--- config.mk ---
export PLATFORM = sky130hd
export DESIGN_NAME = muldiv_sequencer
export DESIGN_NICKNAME = d
export VERILOG_FILES = /design/src/rtl/muldiv_pkg.sv /design/src/rtl/muldiv_step.sv /design/src/rtl/muldiv_sequencer.sv
export SDC_FILE = /design/constraint.sdc
export NUM_CORES = 1
export LEC_CHECK = 0
export BUFFER_PORTS_ARGS = -buffer_cell sky130_fd_sc_hd__buf_2
export CORE_UTILIZATION = 35
export CTS_CLUSTER_DIAMETER = 50
export DETAILED_ROUTE_END_ITERATION = 7
export PLACE_DENSITY = 0.52
export SYNTH_ARGS = -nofsm -noshare
export SYNTH_HDL_FRONTEND = slang
export SYNTH_SLANG_ARGS = --single-unit
export TNS_END_PERCENT = 20
--- constraint.sdc ---
create_clock -name Clk -period 7.53 [get_ports Clk]
set_clock_uncertainty 0.15 [all_clocks]
set_input_delay 0 -clock Clk [delete_from_list [all_inputs] [get_ports Clk]]
set_output_delay 0 -clock Clk [all_outputs]
set_load 0.005 [all_outputs]
--- src/rtl/muldiv_pkg.sv ---
`default_nettype none
// ============================================================================
// muldiv_pkg : shared types and constants for the iterative mul/div unit
// Revision   : 1.0
// ============================================================================
package muldiv_pkg;

  typedef enum logic [1:0] {
    OP_MULT  = 2'b00,
    OP_MULTU = 2'b01,
    OP_DIV   = 2'b10,
    OP_DIVU  = 2'b11
  } op_t;

  typedef enum logic [2:0] {
    S_IDLE = 3'd0,
    S_PREP = 3'd1,
    S_RUN  = 3'd2,
    S_FIX  = 3'd3,
    S_DONE = 3'd4
  } mds_state_t;

  localparam int MDS_WIDTH   = 32;
  // Accepting edge to Done cycle, counted as in the core's cycle numbering
  localparam int MDS_LATENCY = MDS_WIDTH + 3;

  function automatic logic op_is_div(input op_t op);
    return (op == OP_DIV) || (op == OP_DIVU);
  endfunction

  function automatic logic op_is_signed(input op_t op);
    return (op == OP_MULT) || (op == OP_DIV);
  endfunction

endpackage
`default_nettype wire

--- src/rtl/muldiv_step.sv ---
`default_nettype none
// ============================================================================
// muldiv_step : one shift-add multiply or restoring-divide iteration (comb.)
// Revision    : 1.0
// ============================================================================
module muldiv_step #(
  parameter int WIDTH = 32
) (
  input  logic             i_is_div,
  input  logic [WIDTH-1:0] i_acc_hi,
  input  logic [WIDTH-1:0] i_acc_lo,
  input  logic [WIDTH-1:0] i_operand,
  output logic [WIDTH-1:0] o_acc_hi,
  output logic [WIDTH-1:0] o_acc_lo
);

  logic [WIDTH-1:0] w_addend;
  logic [WIDTH:0]   w_sum;
  logic [WIDTH:0]   w_pr;
  logic [WIDTH+1:0] w_trial;
  logic             w_fits;
  logic             w_unused_trial_msb;

  // Multiply: {hi,lo} shifts right, multiplier bits consumed from lo[0]
  assign w_addend = i_acc_lo[0] ? i_operand : '0;
  assign w_sum    = {1'b0, i_acc_hi} + {1'b0, w_addend};

  // Divide: partial remainder is WIDTH+1 bits once the next dividend bit enters
  assign w_pr    = {i_acc_hi, i_acc_lo[WIDTH-1]};
  assign w_trial = {1'b0, w_pr} - {2'b00, i_operand};
  assign w_fits  = ~w_trial[WIDTH+1];
  // A fitting trial is below the divisor, so its bit WIDTH is always zero
  assign w_unused_trial_msb = w_trial[WIDTH];

  always_comb begin
    o_acc_hi = w_sum[WIDTH:1];
    o_acc_lo = {w_sum[0], i_acc_lo[WIDTH-1:1]};
    if (i_is_div) begin
      o_acc_hi = w_fits ? w_trial[WIDTH-1:0] : w_pr[WIDTH-1:0];
      o_acc_lo = {i_acc_lo[WIDTH-2:0], w_fits};
    end
  end

endmodule
`default_nettype wire

--- src/rtl/muldiv_sequencer.sv ---
`default_nettype none
// ============================================================================
// muldiv_sequencer : HI/LO registers plus FSM driving an iterative mul/div
// Revision         : 1.0
// ============================================================================
module muldiv_sequencer
  import muldiv_pkg::*;
#(
  parameter int WIDTH = MDS_WIDTH
) (
  input  logic             Clk,
  input  logic             Reset,
  input  logic             Start,
  input  op_t              Op,
  input  logic [WIDTH-1:0] A,
  input  logic [WIDTH-1:0] B,
  input  logic [1:0]       HiLoWrite,
  input  logic [WIDTH-1:0] WrData,
  output logic             Busy,
  output logic             Done,
  output logic             DivZero,
  output logic [WIDTH-1:0] Hi,
  output logic [WIDTH-1:0] Lo
);

  localparam int               CNT_W    = (WIDTH > 1) ? $clog2(WIDTH) : 1;
  localparam logic [CNT_W-1:0] CNT_LAST = CNT_W'(WIDTH - 1);

  mds_state_t       state_q, state_d;
  logic [CNT_W-1:0] cnt_q, cnt_d;
  op_t              op_q, op_d;
  logic             sign_a_q, sign_a_d;
  logic             sign_b_q, sign_b_d;
  logic             div_zero_q, div_zero_d;
  logic [WIDTH-1:0] acc_hi_q, acc_hi_d;
  logic [WIDTH-1:0] acc_lo_q, acc_lo_d;
  logic [WIDTH-1:0] opnd_q, opnd_d;
  logic [WIDTH-1:0] hi_q, hi_d;
  logic [WIDTH-1:0] lo_q, lo_d;

  logic             w_is_div;
  logic             w_is_signed;
  logic             w_neg_a;
  logic             w_neg_b;
  logic [WIDTH-1:0] w_step_hi;
  logic [WIDTH-1:0] w_step_lo;
  logic [2*WIDTH-1:0] w_prod;
  logic [2*WIDTH-1:0] w_prod_fix;
  logic [WIDTH-1:0] w_quo_fix;
  logic [WIDTH-1:0] w_rem_fix;

  assign w_is_div    = op_is_div(op_q);
  assign w_is_signed = op_is_signed(op_q);
  assign w_neg_a     = w_is_signed & acc_lo_q[WIDTH-1];
  assign w_neg_b     = w_is_signed & opnd_q[WIDTH-1];

  muldiv_step #(
    .WIDTH (WIDTH)
  ) u_step (
    .i_is_div  (w_is_div),
    .i_acc_hi  (acc_hi_q),
    .i_acc_lo  (acc_lo_q),
    .i_operand (opnd_q),
    .o_acc_hi  (w_step_hi),
    .o_acc_lo  (w_step_lo)
  );

  // Sign flags are zero for unsigned ops, so the fix-up needs no op check
  assign w_prod     = {acc_hi_q, acc_lo_q};
  assign w_prod_fix = (sign_a_q ^ sign_b_q) ? -w_prod : w_prod;
  assign w_quo_fix  = (sign_a_q ^ sign_b_q) ? -acc_lo_q : acc_lo_q;
  assign w_rem_fix  = sign_a_q ? -acc_hi_q : acc_hi_q;

  always_comb begin
    state_d    = state_q;
    cnt_d      = cnt_q;
    op_d       = op_q;
    sign_a_d   = sign_a_q;
    sign_b_d   = sign_b_q;
    div_zero_d = div_zero_q;
    acc_hi_d   = acc_hi_q;
    acc_lo_d   = acc_lo_q;
    opnd_d     = opnd_q;
    hi_d       = hi_q;
    lo_d       = lo_q;

    case (state_q)
      S_IDLE, S_DONE: begin
        if (HiLoWrite[1]) hi_d = WrData;
        if (HiLoWrite[0]) lo_d = WrData;
        if (Start) begin
          state_d    = S_PREP;
          op_d       = Op;
          acc_lo_d   = A;
          opnd_d     = B;
          div_zero_d = 1'b0;
        end else begin
          state_d = S_IDLE;
        end
      end
      S_PREP: begin
        sign_a_d = w_neg_a;
        sign_b_d = w_neg_b;
        acc_lo_d = w_neg_a ? -acc_lo_q : acc_lo_q;
        opnd_d   = w_neg_b ? -opnd_q : opnd_q;
        acc_hi_d = '0;
        cnt_d    = '0;
        if (w_is_div && (opnd_q == '0)) begin
          div_zero_d = 1'b1;
          state_d    = S_DONE;
        end else begin
          state_d = S_RUN;
        end
      end
      S_RUN: begin
        acc_hi_d = w_step_hi;
        acc_lo_d = w_step_lo;
        cnt_d    = cnt_q + 1'b1;
        if (cnt_q == CNT_LAST) state_d = S_FIX;
      end
      S_FIX: begin
        if (w_is_div) begin
          hi_d = w_rem_fix;
          lo_d = w_quo_fix;
        end else begin
          hi_d = w_prod_fix[2*WIDTH-1:WIDTH];
          lo_d = w_prod_fix[WIDTH-1:0];
        end
        state_d = S_DONE;
      end
      default: state_d = S_IDLE;
    endcase
  end

  always_ff @(posedge Clk) begin
    if (!Reset) begin
      state_q    <= S_IDLE;
      cnt_q      <= '0;
      op_q       <= OP_MULT;
      sign_a_q   <= 1'b0;
      sign_b_q   <= 1'b0;
      div_zero_q <= 1'b0;
      acc_hi_q   <= '0;
      acc_lo_q   <= '0;
      opnd_q     <= '0;
      hi_q       <= '0;
      lo_q       <= '0;
    end else begin
      state_q    <= state_d;
      cnt_q      <= cnt_d;
      op_q       <= op_d;
      sign_a_q   <= sign_a_d;
      sign_b_q   <= sign_b_d;
      div_zero_q <= div_zero_d;
      acc_hi_q   <= acc_hi_d;
      acc_lo_q   <= acc_lo_d;
      opnd_q     <= opnd_d;
      hi_q       <= hi_d;
      lo_q       <= lo_d;
    end
  end

  assign Busy    = (state_q == S_PREP) || (state_q == S_RUN) || (state_q == S_FIX);
  assign Done    = (state_q == S_DONE);
  assign DivZero = Done & div_zero_q;
  assign Hi      = hi_q;
  assign Lo      = lo_q;

endmodule
`default_nettype wire

==> results of run 1 <==
[routing by layer]
metal	up-vias	track usage
met5	-	0
met3	82	0.03247
met4	0	0.1063
li1	7294	-
met1	7263	0.3551
met2	472	0.4407
[state kept, by name (all words and copies together) (netlist names)]
name        count
opnd_q         32
Hi             32
sign_a_q        1
acc_hi_q       32
div_zero_q      1
cnt_q           5
acc_lo_q       32
state_q         3
sign_b_q        1
Lo             32
op_q            2
[report_power, final]
part           switching, mW  leakage [nW]  internal (mW)  total, mW
sequential            0.0913          1.42          0.986       1.08
clock                  0.486         0.299          0.482      0.969
combinational          0.594          5.32          0.388      0.981
[worst max-delay path, stage by stage, from the launching register on]
cell	delay (ns)
dfxtp_1	0.38
inv_1	0.80
nor2_1	0.09
ha_1	0.39
a2111o_1	0.44
o21ai_0	0.30
a31oi_1	0.24
a221oi_1	0.64
o31ai_1	0.26
a311oi_1	0.36
xnor2_1	0.10
a221o_1	0.29
[worst paths after layout]
path,start,end,slack (ns),cells after the start
hold / removal,Start,state_q[0],-0.009,3
setup reg to reg,acc_lo_q[0],acc_hi_q[26],2.97,11
setup / recovery,acc_lo_q[0],acc_hi_q[26],2.97,11
hold reg to reg,opnd_q[29],opnd_q[29],0.33,2
[cell usage in the layout (no fill, tap or decap), types with 62 or more instances in the layout]
| cell type | n |
|---|---|
| dlygate4sd3_1 | 116 |
| o21ai_0 | 132 |
| inv_1 | 62 |
| a21oi_1 | 167 |
| ha_1 | 69 |
| dfxtp_1 | 172 |
| mux2i_1 | 74 |
| buf_2 | 169 |
| nor2_1 | 244 |
| nand2_1 | 175 |
| xnor2_1 | 69 |
[final cells by class]
cell class	instances	area share
multi-input cells	1520	0.5760
inverters	63	0.01408
well taps	518	0.03840
flip-flops and latches	173	0.2052
clock buffers	17	0.02520
repair buffers	309	0.1296
clock inverters	15	0.01149
[cell families (layout without fill, tap and decap cells)]
logic type,after synthesis,count (layout),synth area share
compound gates,593,593,0.2797
flops,173,173,0.2499
xor+xnor,117,117,0.07393
mux,85,85,0.06238
simple gates,654,654,0.2171
buf+inv,190,404,0.05181
fa+ha+maj,71,71,0.06517
[stage by stage]
stage	power [mW]	setup slack [ns]	instances	hold WS, ns
6_report	3.027	2.966	2615	-0.008759
3_3_place_gp	2.011	3.186	2467	0.08733
4_1_cts	3.032	3.037	2615	0.01292
3_5_place_dp	2.020	3.061	2467	0.09331
5_1_grt	3.172	2.713	2615	0.005514
2_1_floorplan	1.707	4.075	1883	-0.01403
[timing repair]
action,4_1_cts,5_1_grt
setup buffers,0,0
hold endpoints to repair,131,0
hold buffers,116,0
gates resized for setup,0,0
==> impl_metrics.json, run 1 <==
{
  "htreeDepth": 4,
  "syn_inst": 1883,
  "crit_path_end_kind": "flop",
  "post_drt_via_cell_ratio": 5.779,
  "drt-total-wl_um": 55700,
  "slew-limit-headroom": 0.2427,
  "peakVddDrop_v": 0.0001409,
  "drtAntennaViolNets": 0,
  "drc": 0,
  "drt_iter0_markers": 1101,
  "path_clk_slew_ns": 0.08,
  "cts_root_buf": "clkbuf_16",
  "grt_pass1_vias": 14250,
  "synth_area_um2": 13860,
  "synth.top_cell.area_share": 0.2499,
  "grt_pass1_wl_um": 84980,
  "ios": 170,
  "avgRoutedWirePerCell_um": 21.30,
  "max_freq_mhz": 219.1,
  "fin_util": 0.4347,
  "crit_path_max_fanout": 32,
  "period_share": 0.6061,
  "rows": 72,
  "synth_edf_count": 0,
  "clk_latency_ns": 0.46,
  "synth_fp_nets": 2057,
  "vias": 15110,
  "tns_ns": 0,
  "wl_met2_um": 25740,
  "maxCapViolCount": 0,
  "fin_crit_ns": 4.564,
  "dieWidth_um": 201.0,
  "numPortBuffers": 169,
  "power_leakage_nw": 7.040,
  "dr_wl_met3_um": 2784,
  "maxUsedRoutingLayer": "met4",
  "crit_required_ns": 7.73,
  "rsz0062_at_grt": "no",
  "nFillCells": 3959,
  "clock_path_buffers": 2,
  "dp_hpwl_um": 40530,
  "postSynth.topFlopCell": "dfxtp_1",
  "async_reset_ff_frac": 0,
  "status": "complete, but fails checks",
  "final_area_um2": 16880,
  "multiInputGateArea_um2": 9723,
  "core_um2": 38830,
  "powerDensity_nw_per_um2": 179.3,
  "grtUsageTotal": 0.2680,
  "hold_ws_ns": -0.008759,
  "syn_area_per_cell_um2": 7.361,
  "hold_viol_final": 1,
  "die_h_um": 201.0,
  "place.gp.congestion": 0.9171,
  "slew_violations": 0,
  "yosysMostFrequentCell": "nor2_1",
  "tightest_slew_ns": 1.136,
  "cp.arrival_ns": 4.76,
  "synth_seq_area_share": 0.2499,
  "dieArea_um2": 40400,
  "setup_violations": 0,
  "area_growth_pct": 21.78,
  "worst_setup_path_start_kind": "flop",
  "synth_cell_types": 76,
  "antenna_found_initial": 0,
  "m1WireLength_um": 25080,
  "hold_class": "primary input to flop",
  "finalNetCount": 2258,
  "synth_top_area_cell": "dfxtp_1",
  "grt-ovfl-total": 0,
  "seqCellArea_um2": 3465,
  "failed_checks": "hold timing",
  "n_antenna_cell": 0,
  "start_util": 0.3570,
  "ys.warnings.count": 0,
  "synth.top_cells.by_area": "dfxtp_1 25%, nor2_1 6.7%, ha_1 6.2%",
  "criticalPathCategory": "flop to flop",
  "grt_start_max_net_pins": 69,
  "drive_above_1_share": 0.1297,
  "synth_seq_cells": 173,
  "place_area_um2": 15100,
  "first_pass_iters": 6,
  "cts_made_buffers": 17,
  "cts_tree": "done",
  "synth_commonest_cells": "247 x nor2_1, 176 x nand2_1, 173 x dfxtp_1",
  "cts_sinks": 173
}
Note: power is estimated with default switching activity, not from simulation.
==> inputs of run 2 (changes only) <==
Settings changed: PLACE_DENSITY 0.52 to 0.54.
Clock period 7.53 ns to 3.95 ns, I/O delays scaled along.
==> run 2 against run 1 <==
The flow now finishes without violations. Sequential power rose by 89%. Global-route usage increased by 0.56 points. Via count rose by 2.4%. Cell count up 2.3%. Flip-flop and latch count did not move. Highest routed layer unchanged. Combinational power increased by 100%. Worst setup slack lost 2.6 ns. Total power is 94% higher. Design area is 2.8% higher. Largest power group unchanged. Hold slack improved by 0.024 ns. Core utilization rose by 1.2 points.
==> impl_metrics.json, run 2 (synthesized netlist as in run 1, its figures left out) <==
{
  "status": "complete, no violations",
  "htreeDepth": 4,
  "post_drt_via_cell_ratio": 5.787,
  "tightest_slew_ns": 0.9192,
  "criticalPathCategory": "flop to flop",
  "powerDensity_nw_per_um2": 337.6,
  "drt_iter0_markers": 1044,
  "dieArea_um2": 40400,
  "cts_sinks": 173,
  "drc": 0,
  "period_share": 0.9166,
  "postCtsSetupBuffers": 0,
  "avgRoutedWirePerCell_um": 21.04,
  "grt_start_max_net_pins": 60,
  "die_h_um": 201.0,
  "finalNetCount": 2316,
  "power_leakage_nw": 7.330,
  "clk_latency_ns": 0.46,
  "grt-ovfl-total": 0,
  "slew-limit-headroom": 0.3849,
  "dp_hpwl_um": 42300,
  "drive_above_1_share": 0.1499,
  "dieWidth_um": 201.0,
  "grtUsageTotal": 0.2736,
  "tns_ns": 0,
  "rows": 72,
  "power_mw": 5.857,
  "area_growth_pct": 25.16,
  "drt-total-wl_um": 56270,
  "vias": 15480,
  "worst_setup_path_start_kind": "flop",
  "layout_common_cells": "244 x nor2_1, 175 x nand2_1, 172 x dfxtp_1, 169 x buf_2, 167 x a21oi_1",
  "first_pass_iters": 5,
  "crit_required_ns": 4.13,
  "cp.arrival_ns": 3.80,
  "cts_tree": "done",
  "grt_pass1_vias": 14990,
  "numPortBuffers": 169,
  "start_util": 0.3570,
  "fin_crit_ns": 3.621,
  "ios": 170,
  "slew_violations": 0,
  "peakVddDrop_v": 0.0003467,
  "grt_pass1_wl_um": 86460,
  "max_freq_mhz": 276.2,
  "clock_path_buffers": 2,
  "setup_violations": 0,
  "antenna_found_initial": 0,
  "maxCapViolCount": 0,
  "hold_class": "primary input to flop",
  "crit_path_end_kind": "flop",
  "drtAntennaViolNets": 0,
  "core_um2": 38830,
  "crit_path_max_fanout": 4,
  "path_clk_slew_ns": 0.08,
  "place.gp.congestion": 0.9340,
  "rsz0062_at_grt": "no",
  "hold_viol_final": 0,
  "cts_made_buffers": 17,
  "cts_root_buf": "clkbuf_16",
  "final_common_cell": "nor2_1"
}
[run 2: cell types whose count changed in the layout (fill, tap and decap cells not counted), moves of 2 or more]
cell,change
diode_2,+2
buf_4,+50
clkinv_4,+2
dlygate4sd3_1,+8
inv_8,-2
[run 2: critical path, stage by stage, from the launching register on]
cell and delay [ns]:
dfxtp_1 0.38, ha_1 0.18, inv_1 0.05, fa_1 0.39, a21o_1 0.20, a311o_1 0.42, a31oi_1 0.19, buf_4 0.15
nor3_1 0.09, o31ai_1 0.55, nor3_1 0.09, o31a_1 0.33, o21ai_0 0.19, o211ai_1 0.12
[run 2: power by group]
part	total (mW)	internal (mW)	switching, mW	leakage (nW)
registers	2.04	1.88	0.165	1.42
logic	1.96	0.793	1.16	5.60
clock network	1.86	0.969	0.887	0.306
[run 2: path summary, 6_finish.rpt]
kind | startpoint | end | slack (ns) | cells past startpoint
max | opnd_q[0] | acc_hi_q[28] | 0.33 | 13
min | Start | opnd_q[2] | 0.02 | 4
max reg2reg | opnd_q[0] | acc_hi_q[28] | 0.33 | 13
min reg2reg | div_zero_q | div_zero_q | 0.31 | 2
[run 2: per-stage QoR]
stage | worst slack, ns | utilization | hold WS (ns) | area [um^2] | cells
4_1_cts | 0.3157 | 0.4464 | 0.01990 | 17330 | 2673
5_1_grt | 0.008256 | 0.4467 | 0.08122 | 17340 | 2673
3_5_place_dp | 0.3425 | 0.3983 | 0.1035 | 15460 | 2517
6_report | 0.3293 | 0.4468 | 0.01549 | 17350 | 2675
2_1_floorplan | 0.4948 | - | -0.01403 | 13860 | 1883
3_3_place_gp | 0.4134 | 0.3983 | 0.09927 | 15460 | 2517
[run 2: per-layer routing]
| layer | vias to the layer above | GRT usage | wire [um] |
|---|---|---|---|
| li1 | 7411 | - | - |
| met1 | 7446 | 0.3450 | 24540 |
| met2 | 507 | 0.4478 | 25890 |
| met3 | 115 | 0.03182 | 2610 |
| met4 | 0 | 0.1630 | 3230 |
| met5 | - | 0 | 0 |
[run 2: what timing repair did]
item                       4_1_cts  5_1_grt
setup endpoints to repair        0        3
hold endpoints to repair       132        0
hold buffers                   124        0
gates resized for setup          0        2
[run 2: cell type report]
class | instances | area [um^2]
Timing Repair Buffer | 367 | 2643
Sequential cell | 173 | 3465
Antenna cell | 2 | 5.005
Clock buffer | 17 | 425.4
Clock inverter | 15 | 200.2
Inverter | 63 | 237.7
Tap cell | 518 | 648.1
Multi-Input combinational cell | 1520 | 9724
Fill cell | 4060 | 21480
